## config.mk

```make
export PLATFORM = sky130hd
export DESIGN_NAME = sys_bus_arbiter_flat
export DESIGN_NICKNAME = d
export VERILOG_FILES = /design/src/rtl/sys_bus_arbiter_if.sv /design/src/rtl/sys_bus_arbiter.sv /design/src/flat_wrapper.sv
export SDC_FILE = /design/constraint.sdc
export NUM_CORES = 1
export LEC_CHECK = 0
export ABC_CLOCK_PERIOD_IN_PS = 2300
export BUFFER_PORTS_ARGS = -buffer_cell sky130_fd_sc_hd__buf_2
export CORE_AREA = 2 2 104 106
export CTS_CLUSTER_SIZE = 14
export DETAILED_ROUTE_END_ITERATION = 10
export DIE_AREA = 0 0 106 108
export SYNTH_ARGS = -nofsm -noshare
export SYNTH_HDL_FRONTEND = slang
export SYNTH_SLANG_ARGS = --single-unit
```

## constraint.sdc

```tcl
create_clock -name clk -period 2.3 [get_ports clk]
set_clock_uncertainty 0.2 [all_clocks]
set_input_delay 0.115 -clock clk [delete_from_list [all_inputs] [get_ports clk]]
set_output_delay 0.115 -clock clk [all_outputs]
set_load 0.005 [all_outputs]
```

## src/rtl/sys_bus_arbiter_if.sv

```systemverilog
`default_nettype none
// ============================================================================
//  Module      : sys_bus_arbiter_if
//  Description : Signal bundle between the two cache controllers, the shared
//                system-memory port and the bus arbiter.
//
//                Requester side (per cache, prefix i_ = instruction cache,
//                d_ = data cache):
//                  *_req    level request, held until the matching ack
//                  *_rw     direction, 1 = read, 0 = write
//                  *_addr   access address
//                  *_wdata  write data
//                  *_ack    one-cycle completion pulse
//                  rdata    read data broadcast to both caches (ack cycle only)
//                Memory side:
//                  mem_strobe, mem_rw, mem_addr, mem_wdata  -> memory
//                  mem_rdata                                <- memory
//                Status:
//                  busy     arbiter is running an access
//
//                Modports:
//                  slave  - the arbiter (serves requests, drives memory)
//                  master - the environment (caches + memory model)
//  Revision    : 1.0 - initial release
// ============================================================================
interface sys_bus_arbiter_if #(
  parameter int AW = 32,
  parameter int DW = 32
);

  // Instruction-cache requester
  logic          i_req;
  logic          i_rw;
  logic [AW-1:0] i_addr;
  logic [DW-1:0] i_wdata;
  logic          i_ack;

  // Data-cache requester
  logic          d_req;
  logic          d_rw;
  logic [AW-1:0] d_addr;
  logic [DW-1:0] d_wdata;
  logic          d_ack;

  // Shared read-data return
  logic [DW-1:0] rdata;

  // System-memory port
  logic          mem_strobe;
  logic          mem_rw;
  logic [AW-1:0] mem_addr;
  logic [DW-1:0] mem_wdata;
  logic [DW-1:0] mem_rdata;

  // Status
  logic          busy;

  modport slave (
    input  i_req, i_rw, i_addr, i_wdata,
    input  d_req, d_rw, d_addr, d_wdata,
    input  mem_rdata,
    output i_ack, d_ack, rdata,
    output mem_strobe, mem_rw, mem_addr, mem_wdata,
    output busy
  );

  modport master (
    output i_req, i_rw, i_addr, i_wdata,
    output d_req, d_rw, d_addr, d_wdata,
    output mem_rdata,
    input  i_ack, d_ack, rdata,
    input  mem_strobe, mem_rw, mem_addr, mem_wdata,
    input  busy
  );

endinterface
`default_nettype wire

```

## src/rtl/sys_bus_arbiter.sv

```systemverilog
`default_nettype none
// ============================================================================
//  Module      : sys_bus_arbiter
//  Description : Shares the single system-memory port between the I-cache
//                and D-cache controllers. One requester is picked in IDLE,
//                the memory port is driven for a fixed wait-state window and
//                the winner then receives a one-cycle ack. D has fixed
//                priority; a streak counter hands the port to I after
//                MAX_D_BURST consecutive D grants taken while I was waiting.
//
//  Ports       : clk  - system clock, all state updates on posedge
//                rst  - synchronous active-high reset
//                bus  - sys_bus_arbiter_if.slave (requests, acks, rdata,
//                       memory port, busy)
//
//  Parameters  : AW          address width
//                DW          data width
//                WAIT_STATES memory wait cycles per access (0..15)
//                MAX_D_BURST max consecutive D grants while I waits (1..15)
//  Revision    : 1.0 - initial release
// ============================================================================
module sys_bus_arbiter #(
  parameter int AW          = 32,
  parameter int DW          = 32,
  parameter int WAIT_STATES = 2,
  parameter int MAX_D_BURST = 4
) (
  input  wire logic         clk,
  input  wire logic         rst,
  sys_bus_arbiter_if.slave  bus
);

  // --------------------------------------------------------------------------
  // Elaboration-time parameter range checks
  // --------------------------------------------------------------------------
  if ((WAIT_STATES < 0) || (WAIT_STATES > 15)) begin : g_bad_wait_states
    $error("sys_bus_arbiter: WAIT_STATES must be in 0..15");
  end

  if ((MAX_D_BURST < 1) || (MAX_D_BURST > 15)) begin : g_bad_max_d_burst
    $error("sys_bus_arbiter: MAX_D_BURST must be in 1..15");
  end

  // --------------------------------------------------------------------------
  // Constants
  // --------------------------------------------------------------------------
  localparam logic [3:0] WAIT_INIT  = 4'(WAIT_STATES);
  localparam logic [3:0] STREAK_MAX = 4'(MAX_D_BURST);

  // gsel encoding: which requester owns the current access
  localparam logic GSEL_D = 1'b0;
  localparam logic GSEL_I = 1'b1;

  typedef enum logic [1:0] {
    ST_IDLE  = 2'd0,
    ST_GRANT = 2'd1,
    ST_WAIT  = 2'd2,
    ST_DONE  = 2'd3
  } state_t;

  // --------------------------------------------------------------------------
  // State
  // --------------------------------------------------------------------------
  state_t     state_q,    state_d;
  logic       gsel_q,     gsel_d;
  logic [3:0] wait_cnt_q, wait_cnt_d;
  logic [3:0] d_streak_q, d_streak_d;

  // Requester fields selected by the registered grant
  logic          sel_rw;
  logic [AW-1:0] sel_addr;
  logic [DW-1:0] sel_wdata;

  // --------------------------------------------------------------------------
  // State register
  // --------------------------------------------------------------------------
  always_ff @(posedge clk) begin
    if (rst) begin
      state_q    <= ST_IDLE;
      gsel_q     <= GSEL_D;
      wait_cnt_q <= 4'd0;
      d_streak_q <= 4'd0;
    end else begin
      state_q    <= state_d;
      gsel_q     <= gsel_d;
      wait_cnt_q <= wait_cnt_d;
      d_streak_q <= d_streak_d;
    end
  end

  // --------------------------------------------------------------------------
  // Next-state logic
  // --------------------------------------------------------------------------
  always_comb begin
    state_d    = state_q;
    gsel_d     = gsel_q;
    wait_cnt_d = wait_cnt_q;
    d_streak_d = d_streak_q;

    case (state_q)
      ST_IDLE: begin
        // The streak only measures D grants that made I wait, so any idle
        // cycle without an I request clears it.
        if (!bus.i_req) begin
          d_streak_d = 4'd0;
        end

        if (bus.d_req && !(bus.i_req && (d_streak_q == STREAK_MAX))) begin
          gsel_d  = GSEL_D;
          state_d = ST_GRANT;
          if (bus.i_req && (d_streak_q != STREAK_MAX)) begin
            d_streak_d = d_streak_q + 4'd1;
          end
        end else if (bus.i_req) begin
          gsel_d     = GSEL_I;
          state_d    = ST_GRANT;
          d_streak_d = 4'd0;
        end
      end

      ST_GRANT: begin
        wait_cnt_d = WAIT_INIT;
        state_d    = (WAIT_INIT == 4'd0) ? ST_DONE : ST_WAIT;
      end

      ST_WAIT: begin
        wait_cnt_d = wait_cnt_q - 4'd1;
        // "<= 1" rather than "== 1" so a corrupted zero count still exits.
        if (wait_cnt_q <= 4'd1) begin
          state_d = ST_DONE;
        end
      end

      ST_DONE: begin
        state_d = ST_IDLE;
      end

      default: begin
        state_d = ST_IDLE;
      end
    endcase
  end

  // --------------------------------------------------------------------------
  // Grant multiplexer: driven only by the registered gsel, never by *_req
  // --------------------------------------------------------------------------
  always_comb begin
    sel_rw    = bus.d_rw;
    sel_addr  = bus.d_addr;
    sel_wdata = bus.d_wdata;
    if (gsel_q == GSEL_I) begin
      sel_rw    = bus.i_rw;
      sel_addr  = bus.i_addr;
      sel_wdata = bus.i_wdata;
    end
  end

  // --------------------------------------------------------------------------
  // Outputs: decoded from the registered state and grant only
  // --------------------------------------------------------------------------
  always_comb begin
    bus.busy       = 1'b0;
    bus.mem_strobe = 1'b0;
    bus.mem_rw     = 1'b0;
    bus.mem_addr   = '0;
    bus.mem_wdata  = '0;
    bus.i_ack      = 1'b0;
    bus.d_ack      = 1'b0;
    bus.rdata      = '0;

    if (state_q != ST_IDLE) begin
      bus.busy       = 1'b1;
      bus.mem_strobe = 1'b1;
      bus.mem_rw     = sel_rw;
      bus.mem_addr   = sel_addr;
      bus.mem_wdata  = sel_wdata;
    end

    if (state_q == ST_DONE) begin
      bus.i_ack = (gsel_q == GSEL_I);
      bus.d_ack = (gsel_q == GSEL_D);
      if (sel_rw) begin
        bus.rdata = bus.mem_rdata;
      end
    end
  end

endmodule
`default_nettype wire

```

## src/flat_wrapper.sv

```systemverilog
// flat-port wrapper written by rule: the top's interface ports become plain ports
module sys_bus_arbiter_flat 
#(
  parameter int AW          = 32,
  parameter int DW          = 32,
  parameter int WAIT_STATES = 2,
  parameter int MAX_D_BURST = 4
)
  (clk, rst, bus_i_req, bus_i_rw, bus_i_addr, bus_i_wdata, bus_d_req, bus_d_rw, bus_d_addr, bus_d_wdata, bus_mem_rdata, bus_i_ack, bus_d_ack, bus_rdata, bus_mem_strobe, bus_mem_rw, bus_mem_addr, bus_mem_wdata, bus_busy);
  sys_bus_arbiter_if #(.AW(AW), .DW(DW)) bus_i ();
  input  wire logic clk;
  input  wire logic rst;
  input wire logic [$bits(bus_i.i_req)-1:0] bus_i_req;
  input wire logic [$bits(bus_i.i_rw)-1:0] bus_i_rw;
  input wire logic [$bits(bus_i.i_addr)-1:0] bus_i_addr;
  input wire logic [$bits(bus_i.i_wdata)-1:0] bus_i_wdata;
  input wire logic [$bits(bus_i.d_req)-1:0] bus_d_req;
  input wire logic [$bits(bus_i.d_rw)-1:0] bus_d_rw;
  input wire logic [$bits(bus_i.d_addr)-1:0] bus_d_addr;
  input wire logic [$bits(bus_i.d_wdata)-1:0] bus_d_wdata;
  input wire logic [$bits(bus_i.mem_rdata)-1:0] bus_mem_rdata;
  output wire logic [$bits(bus_i.i_ack)-1:0] bus_i_ack;
  output wire logic [$bits(bus_i.d_ack)-1:0] bus_d_ack;
  output wire logic [$bits(bus_i.rdata)-1:0] bus_rdata;
  output wire logic [$bits(bus_i.mem_strobe)-1:0] bus_mem_strobe;
  output wire logic [$bits(bus_i.mem_rw)-1:0] bus_mem_rw;
  output wire logic [$bits(bus_i.mem_addr)-1:0] bus_mem_addr;
  output wire logic [$bits(bus_i.mem_wdata)-1:0] bus_mem_wdata;
  output wire logic [$bits(bus_i.busy)-1:0] bus_busy;
  assign bus_i.i_req = bus_i_req;
  assign bus_i.i_rw = bus_i_rw;
  assign bus_i.i_addr = bus_i_addr;
  assign bus_i.i_wdata = bus_i_wdata;
  assign bus_i.d_req = bus_d_req;
  assign bus_i.d_rw = bus_d_rw;
  assign bus_i.d_addr = bus_d_addr;
  assign bus_i.d_wdata = bus_d_wdata;
  assign bus_i.mem_rdata = bus_mem_rdata;
  assign bus_i_ack = bus_i.i_ack;
  assign bus_d_ack = bus_i.d_ack;
  assign bus_rdata = bus_i.rdata;
  assign bus_mem_strobe = bus_i.mem_strobe;
  assign bus_mem_rw = bus_i.mem_rw;
  assign bus_mem_addr = bus_i.mem_addr;
  assign bus_mem_wdata = bus_i.mem_wdata;
  assign bus_busy = bus_i.busy;
  sys_bus_arbiter #(.AW(AW), .DW(DW), .WAIT_STATES(WAIT_STATES), .MAX_D_BURST(MAX_D_BURST)) u_core (.clk(clk), .rst(rst), .bus(bus_i));
endmodule
```

======== Yosys cells after proc, flatten, opt, wreduce, memory -nomap -nowiden ========
Cells that the tools add are included.
word-level totals
  register bits after elaboration ......... 11
  input port bits ......................... 166
  output and inout bits ................... 101
  word-level logic and storage cells ...... 47
cells by class
  add/sub/neg operators ................... 2
  magnitude comparators ................... 1
  equality and inequality tests ........... 7
  multiplexer cells ....................... 22
  bitwise gates (word level) .............. 1
  reductions and logical operators ........ 10
operators by type and width
  operator               number
  $mux W32               6
  $mux W4                4
  $pmux W2 S4            1
  $pmux W4 S2            1
  $mux W1                7
  $mux W2                3
  $reduce_bool A2 Y1     3
  $add A4 B1 Y4 const B  1
  $eq A2 B2 Y1 const B   2
  $eq A4 B3 Y1 const B   1
  $le A4 B1 Y1 const B   1
  $ne A4 B3 Y1 const B   1
  $reduce_and A2 Y1      2
  $sub A4 B1 Y4 const B  1
  $logic_and A1 B1 Y1    3
  $ne A3 B2 Y1 const B   1
  $eq A2 B1 Y1 const B   1
  $logic_not A2 Y1       1
  $ne A2 B1 Y1 const B   1
  $logic_not A1 Y1       1
  $not A1 Y1             1

======== Longest topological paths before layout ========
Gate-level depths: netlist of run 1.
  depth after elaboration ................. 6
  mapped depth ............................ 7
  mapped depth without buffers ............ 6

======== Least setup slack after synthesis of run 1 ========
No wires, ideal clock.
  path kind ............................... reg2reg
  start ................................... register u_core.state_q[0]
  end ..................................... register u_core.state_q[1]
  library setup time ...................... 0.068 ns
  arrival time ............................ 1.368 ns
  required time ........................... 2.032 ns
  setup slack ............................. 0.665 ns
  stages on the path, launching flop included .. 8
  buffers on the path ..................... 1
  period minus slack after synthesis ...... 1.635 ns
  cells stage by stage .................... dfxtp_1 > inv_1 > ha_1 > buf_6 > inv_4 > or3_4 > a21o_1 > a21oi_2
between the ends
  word-level cells in the longest chain between the ends .. 3
  elaborated cells on any way between the ends .. 8
  those cells by class .................... 5 x eq/ne; 1 x mux; 2 x reduce/logical
ends and longest elaborated chain
  item                                                           RTL line                source
  start: declaration                                             sys_bus_arbiter.sv:64   state_t state_q, state_d;
  start signal: assignment                                       sys_bus_arbiter.sv:84   state_q <= state_d;
  $eq A2 B2 Y1 / $logic_not A2 Y1 (equally long branches)        sys_bus_arbiter.sv:100  case (state_q)
  $ne A2 B1 Y1 (no line) / $ne A3 B2 Y1 (equally long branches)  n/a
  $reduce_and A2 Y1 (no line)                                    n/a
Parallel ways exist; a longest one is shown, timed or not.
A chain may end at the register's enable or synchronous reset.

======== Worst setup path in the final report of run 1 ========
  start ................................... register u_core.state_q[1]
  end ..................................... output bus_rdata[4]
between the ends
  word-level cells in the longest chain between the ends .. 2
ends and longest elaborated chain
  item              RTL line                source
  $eq A2 B2 Y1      sys_bus_arbiter.sv:179  if (state_q == ST_DONE) begin
  $mux W32          sys_bus_arbiter.sv:179
  end: declaration  flat_wrapper.sv:24      output wire logic [$bits(bus_i.rdata)-1:0] bus_rdata;
Every way passes these cells.

==> results of run 1 <==
==> report_power, final <==
| group | switching (mW) | leakage, nW | internal (mW) | total, mW |
|---|---|---|---|---|
| clock network | 0.0808 | 0.0228 | 0.122 | 0.203 |
| logic | 0.995 | 1.75 | 0.859 | 1.85 |
| registers | 0.0387 | 0.0904 | 0.234 | 0.273 |
==> worst max-delay path, cell delays in order (launching register included) <==
cell     delay, ns
dfxtp_1       0.37
ha_1          0.21
nor2b_2       0.18
buf_4         0.28
and2_1        0.19
buf_2         0.12
==> cell usage in the layout, fill, tap and decap left out, types with 2 or more instances in the layout <==
cell	instances
buf_2	266
nor2_1	72
mux2i_1	65
and2_1	33
dfxtp_1	10
nand2_1	8
inv_1	7
ha_1	6
nand3_1	4
buf_4	4
nor2b_1	3
nor3_1	3
a21oi_1	3
clkbuf_8	3
o31ai_1	2
o21ai_0	2
o21ai_1	2
dlygate4sd3_1	2
==> final timing paths <==
| kind | startpoint | to | slack, ns | cells after the start |
|---|---|---|---|---|
| worst max-delay path | u_core.state_q[1]$_SDFFE_PP0P_ | bus_rdata[4] | 0.39 | 5 |
| worst min-delay path | bus_d_req | u_core.gsel_q$_SDFFE_PP0P_ | -0.0002 | 4 |
| worst max register to register | u_core.state_q[1]$_SDFFE_PP0P_ | u_core.d_streak_q[2]$_SDFFE_PP0P_ | 0.61 | 7 |
| worst min register to register | u_core.d_streak_q[3]$_SDFFE_PP0P_ | u_core.d_streak_q[3]$_SDFFE_PP0P_ | 0.28 | 2 |
==> kinds of logic (layout without fill, tap and decap cells) <==
kind of cell,Yosys count,count (layout)
AOI/OAI and AO/OA,16,16
adders and majority gates,7,7
buffers and inverters,30,286
DFF,11,11
muxes,66,66
and+or+nand+nor,128,128
==> metal layers <==
metal,track usage,part of all wire,vias to the layer above
li1,-,-,1374
met1,0.147,0.41,1222
met2,0.228,0.51,120
met3,0.0139,0.074,6
met4,0.0226,0.0074,0
met5,0,0,-
==> registers in the layout, indices dropped and copies added (netlist names) <==
register	cells
u_core.state_q	2
u_core.wait_cnt_q	4
u_core.gsel_q	1
u_core.d_streak_q	4
==> layout make-up <==
cell class | instances | share of cell area
inverters | 9 | 0.0109
repair buffers | 273 | 0.419
well taps | 136 | 0.0509
clock buffers | 4 | 0.0135
multi-input cells | 217 | 0.438
flip-flops and latches | 11 | 0.0670
==> metrics by stage <==
stage               setup WS (ns)  power [mW]
finish                      0.393        2.33
floorplan                   0.665        1.36
global route                0.246        2.55
global placement            0.680        2.10
detailed placement          0.628        2.13
CTS                         0.383        2.35
==> qor.yml, run 1 <==
report.final.slew_viol_count: 0
synth_edf_count: 0
path_clk_slew_ns: 0.05
ios: 267
syn_area_per_cell_um2: 7.09
power_density_nw_per_um2: 697
h-tree-depth: 1
min_period_ns: 1.91
grt_pass1_vias: 2436
synthSimpleGateAreaFrac: 0.328
drt_iter0_drc: 83
synth_mux_area_frac: 0.362
setup_violations: 0
rows: 37
vdd_drop_max_v: 0.000586
ys_ff_latch: 11
syn_to_final_growth_pct: 82.6
core-area_um2: 10200
syn-instance-count: 258
dieWidth_um: 106
drv_cap: 0
synthFlopType: "dfxtp_1"
synth_xor_area_frac: 0
synth_compound_area_frac: 0.0602
vias: 2722
cts_resized: 0
stdcell_count: 650
synth.most_common_cell: "nor2_1"
place_congestion: 0.727
dieArea_um2: 11400
final_util: 0.327
grt_pass1_wl_um: 11400
leakage_nw: 1.86
violations: "negative hold slack"
nets: 688
seq_area_um2: 224
grt_usage: 0.120
fin_crit_sh: 0.829
synth_top_cell_by_area: "mux2i_1"
drc: 0
hp-class: "in -> reg"
cp-start-kind: "flip-flop"
port_buffers: 266
dpl_cell_area_um2: 3280
crit_type: "reg -> out"
postRouteAntennaNets: 0
wl_um: 8220
nFillCells: 1108
synthTopCellsByCount: "nor2_1, mux2i_1, and2_1, dfxtp_1"
cp.required_ns: 1.99
drt_pass1_iterations: 4
cts_setup_buffers: 0
hold_violations: 1
die_h_um: 108
drive_gt1_frac: 0.547
insertedDiodeCount: 0
clk_latency_ns: 0.24
dp_hpwl_um: 6970
viasPerCell: 4.19
synth_top_family_by_area: "multiplexers"
synthArstFlopShare: 0
grt_max_degree: 39
fmax_mhz: 524
initial_core_util: 0.179
worstPathArrival_ns: 1.59
cts_root_buf: "clkbuf_8"
synth_nets: 431
numCtsBuffers: 3
ys_types: 32
ys_warn_count: 0
cp_max_fo: 31
synthAdderAreaFrac: 0.0479
yosysSeqAreaShare: 0.120
synthTopCellsByArea: "mux2i_1, nor2_1, dfxtp_1"
antenna_found_initial: 0
tightestPinTransition_ns: 0.485
endpoint_kind: "output port"
grt-ovfl-total: 0
whs_ns: -0.000203
place_inst: 644
wl_per_cell_um: 12.6
design_area_um2: 3340
status: "finished with violations"
cts.sinks: 11
clk_path_buf_depth: 2
holdBufCountCts: 2
relSlewSlack: 0.677
cts_tree: "yes"
rsz0062_at_grt: "no"
synth_top_cell_area_share: 0.356
synth_area_um2: 1830
multi_input_area_um2: 1460
setup_tns_ns: 0
Power figures use the tool's default switching activity.
==> run 2, diff against run 1 <==
--- a/config.mk
+++ b/config.mk
@@ -5,7 +5,7 @@
 export SDC_FILE = /design/constraint.sdc
 export NUM_CORES = 1
 export LEC_CHECK = 0
-export ABC_CLOCK_PERIOD_IN_PS = 2300
+export ABC_CLOCK_PERIOD_IN_PS = 2000
 export BUFFER_PORTS_ARGS = -buffer_cell sky130_fd_sc_hd__buf_2
 export CORE_AREA = 2 2 104 106
 export CTS_CLUSTER_SIZE = 14
==> constraint.sdc (replaced) <==
create_clock -name clk -period 2 [get_ports clk]
set_clock_uncertainty 0.2 [all_clocks]
set_input_delay 0.1 -clock clk [delete_from_list [all_inputs] [get_ports clk]]
set_output_delay 0.1 -clock clk [all_outputs]
set_load 0.005 [all_outputs]
==> run 2 against run 1 <==
Compared with the run above: the flow now finishes without violations; flip-flop and latch count unchanged; clock-buffer cell count is the same; routed wire length is 0.47% lower; first-iteration DRC count is 47% higher; utilization up 0.12 points; combinational power rose by 16%; register-to-register slack got worse by 0.26 ns; non-clock buffer count up 1; via count decreased by 0.51%; final cell count grew 0.31%.
==> qor.yml, run 2 (synthesized netlist as in run 1, its figures left out) <==
status: "completed"
ff2ff_path_depth: 6  # -1
grt_pass1_vias: 2509  # +3.0%
leakage_nw: 1.86  # +0.19%
relSlewSlack: 0.675  # -0.00195
drv_cap: 0  # unchanged
wl_per_cell_um: 12.5  # -0.78%
antenna_found_initial: 0  # unchanged
power_mw: 2.69  # +15%
whs_ns: 0.266  # +0.266 ns
clock_power_share: 0.084  # -0.003
critPathSlowestCell: "dfxtp_1"
dieWidth_um: 106  # unchanged
stdcell_count: 652  # +0.31%
vias: 2708  # -0.51%
cp-start-kind: "flip-flop"
drive_gt1_frac: 0.546  # -0.00106
worstPathArrival_ns: 1.60  # about the same
viasPerCell: 4.15  # -0.82%
grt_max_degree: 68  # +74%
path_clk_slew_ns: 0.05  # about the same
grt-ovfl-total: 0  # unchanged
ios: 267  # unchanged
port_buffers: 266  # unchanged
die_h_um: 108  # unchanged
cts_tree: "yes"
clk_latency_ns: 0.24  # about the same
endpoint_kind: "output port"
rsz0062_at_grt: "no"
drt_iter0_drc: 122  # +47%
report.final.slew_viol_count: 0  # unchanged
wl_um: 8180  # -0.47%
setup_violations: 0  # unchanged
dieArea_um2: 11400  # unchanged
crit_buf_inv: 4  # +2
grt_usage: 0.121  # +0.000300
fmax_mhz: 526
cts.sinks: 11  # unchanged
h-tree-depth: 1  # unchanged
place_congestion: 0.746  # +2.7%
initial_core_util: 0.179  # unchanged
p_sw_frac: 0.473  # -0.00498
min_period_ns: 1.90
mostFrequentLayoutCells: "buf_2, nor2_1, mux2i_1, and2_1, dfxtp_1"
fin_crit_sh: 0.951
place_inst: 644  # unchanged
cts_setup_buffers: 0  # unchanged
grt_pass1_wl_um: 11500  # +1.1%
drt_pass1_iterations: 4  # unchanged
numCtsBuffers: 3  # unchanged
hp-class: "in -> out"
r2r_slack_ns: 0.35  # -0.26 ns
dp_hpwl_um: 6840  # -1.9%
cts_root_buf: "clkbuf_8"
nets: 689  # +0.15%
reg.largest.list: "u_core.d_streak_q (4), u_core.wait_cnt_q (4), u_core.state_q (2)"
cp.required_ns: 1.70  # -0.29 ns
vdd_drop_max_v: 0.000508  # -13%
cp_max_fo: 26  # -16%
hold_violations: 0  # -1
slowest_delay_ns: 0.36  # about the same
pwr-share-seq: 0.116  # about the same
cp_common_cell: "buf_4"
tightestPinTransition_ns: 0.488  # +0.00293 ns
worstPathCellList: "clkinv_1 -> ha_2 -> buf_4 -> buf_4 -> nor2_1 -> buf_2"
p_comb_frac: 0.800  # +0.004
setup_tns_ns: 0  # unchanged
r2r-start: "u_core.state_q[0]$_SDFFE_PP0P_"
crit_type: "reg -> out"
postRouteAntennaNets: 0  # unchanged
crit_family: "buffers and inverters"
final_common_cell: "buf_2"
hp-start: "bus_mem_rdata[13]"
min_to: "bus_rdata[13]"
final_util: 0.328  # +0.00122
p_sw_mw: 1.27  # +14%
core-area_um2: 10200  # unchanged
power_density_nw_per_um2: 801  # +15%
worstHoldPathCells: 3  # -1
p_int_mw: 1.41  # +16%
syn_to_final_growth_pct: 83.3
drc: 0  # unchanged
r2r-end: "u_core.state_q[1]$_SDFFE_PP0P_"
clk_path_buf_depth: 2  # unchanged
rows: 37  # unchanged
-- run 2: changes by cell type in the layout (fill, tap and decap cells not counted), sizes merged --
cell	delta
diode	+1
dlygate4sd3	+1
-- run 2: power groups by stage --
stage               logic, mW  clock network (mW)  registers (mW)
floorplan                1.26                   0           0.300
global placement         2.11                   0           0.312
detailed placement       2.15                   0           0.315
CTS                      2.17               0.230           0.312
global route             2.38               0.242           0.317
finish                   2.15               0.226           0.311
-- run 2: worst min-delay path: cells and delay by family --
family | cells | cell delay (ns)
and+or+nand+nor | 1 | 0.10
buffers and inverters | 2 | 0.17
-- run 2: how the worst max path moves through the flow --
stage	from	to	slack [ns]	cells after the start
final	u_core.state_q[1]$_SDFFE_PP0P_	bus_mem_wdata[6]	0.1	6
after CTS	u_core.state_q[0]$_SDFFE_PP0P_	bus_mem_wdata[6]	0.10	6
after global routing	u_core.state_q[1]$_SDFFE_PP0P_	bus_mem_wdata[31]	0.02	6
after floorplan	u_core.state_q[0]$_SDFFE_PP0P_	u_core.state_q[1]$_SDFFE_PP0P_	0.36	7
after detailed placement	u_core.state_q[0]$_SDFFE_PP0P_	u_core.state_q[1]$_SDFFE_PP0P_	0.35	6
after global placement	u_core.state_q[0]$_SDFFE_PP0P_	u_core.state_q[1]$_SDFFE_PP0P_	0.38	6
-- run 2: repair_timing --
| action | CTS | global route |
|---|---|---|
| gates resized for setup | 0 | 0 |
| hold endpoints to repair | 2 | 0 |
| hold buffers | 3 | 0 |
-- run 2: cell type report --
cell class,instances,area (um^2)
fill,1125,6880
multi-input combinational,217,1460
timing repair buffer,274,1410
sequential,11,224
tap,136,170
clock buffer,4,45.0
inverter,9,36.3
antenna,1,2.50
-- run 2: through the flow --
stage	setup slack, ns	instance area [um^2]
CTS	0.100	3350
floorplan	0.365	1830
detailed placement	0.347	3280
finish	0.0975	3350
global route	0.0177	3350
global placement	0.385	3280
-- run 2: metal layers --
| metal | GRT usage | part of all wire | vias to the layer above |
|---|---|---|---|
| met4 | 0.0132 | 0.0017 | 0 |
| met1 | 0.145 | 0.41 | 1222 |
| met5 | 0 | 0 | - |
| met3 | 0.0193 | 0.073 | 2 |
| li1 | - | - | 1369 |
| met2 | 0.233 | 0.52 | 115 |
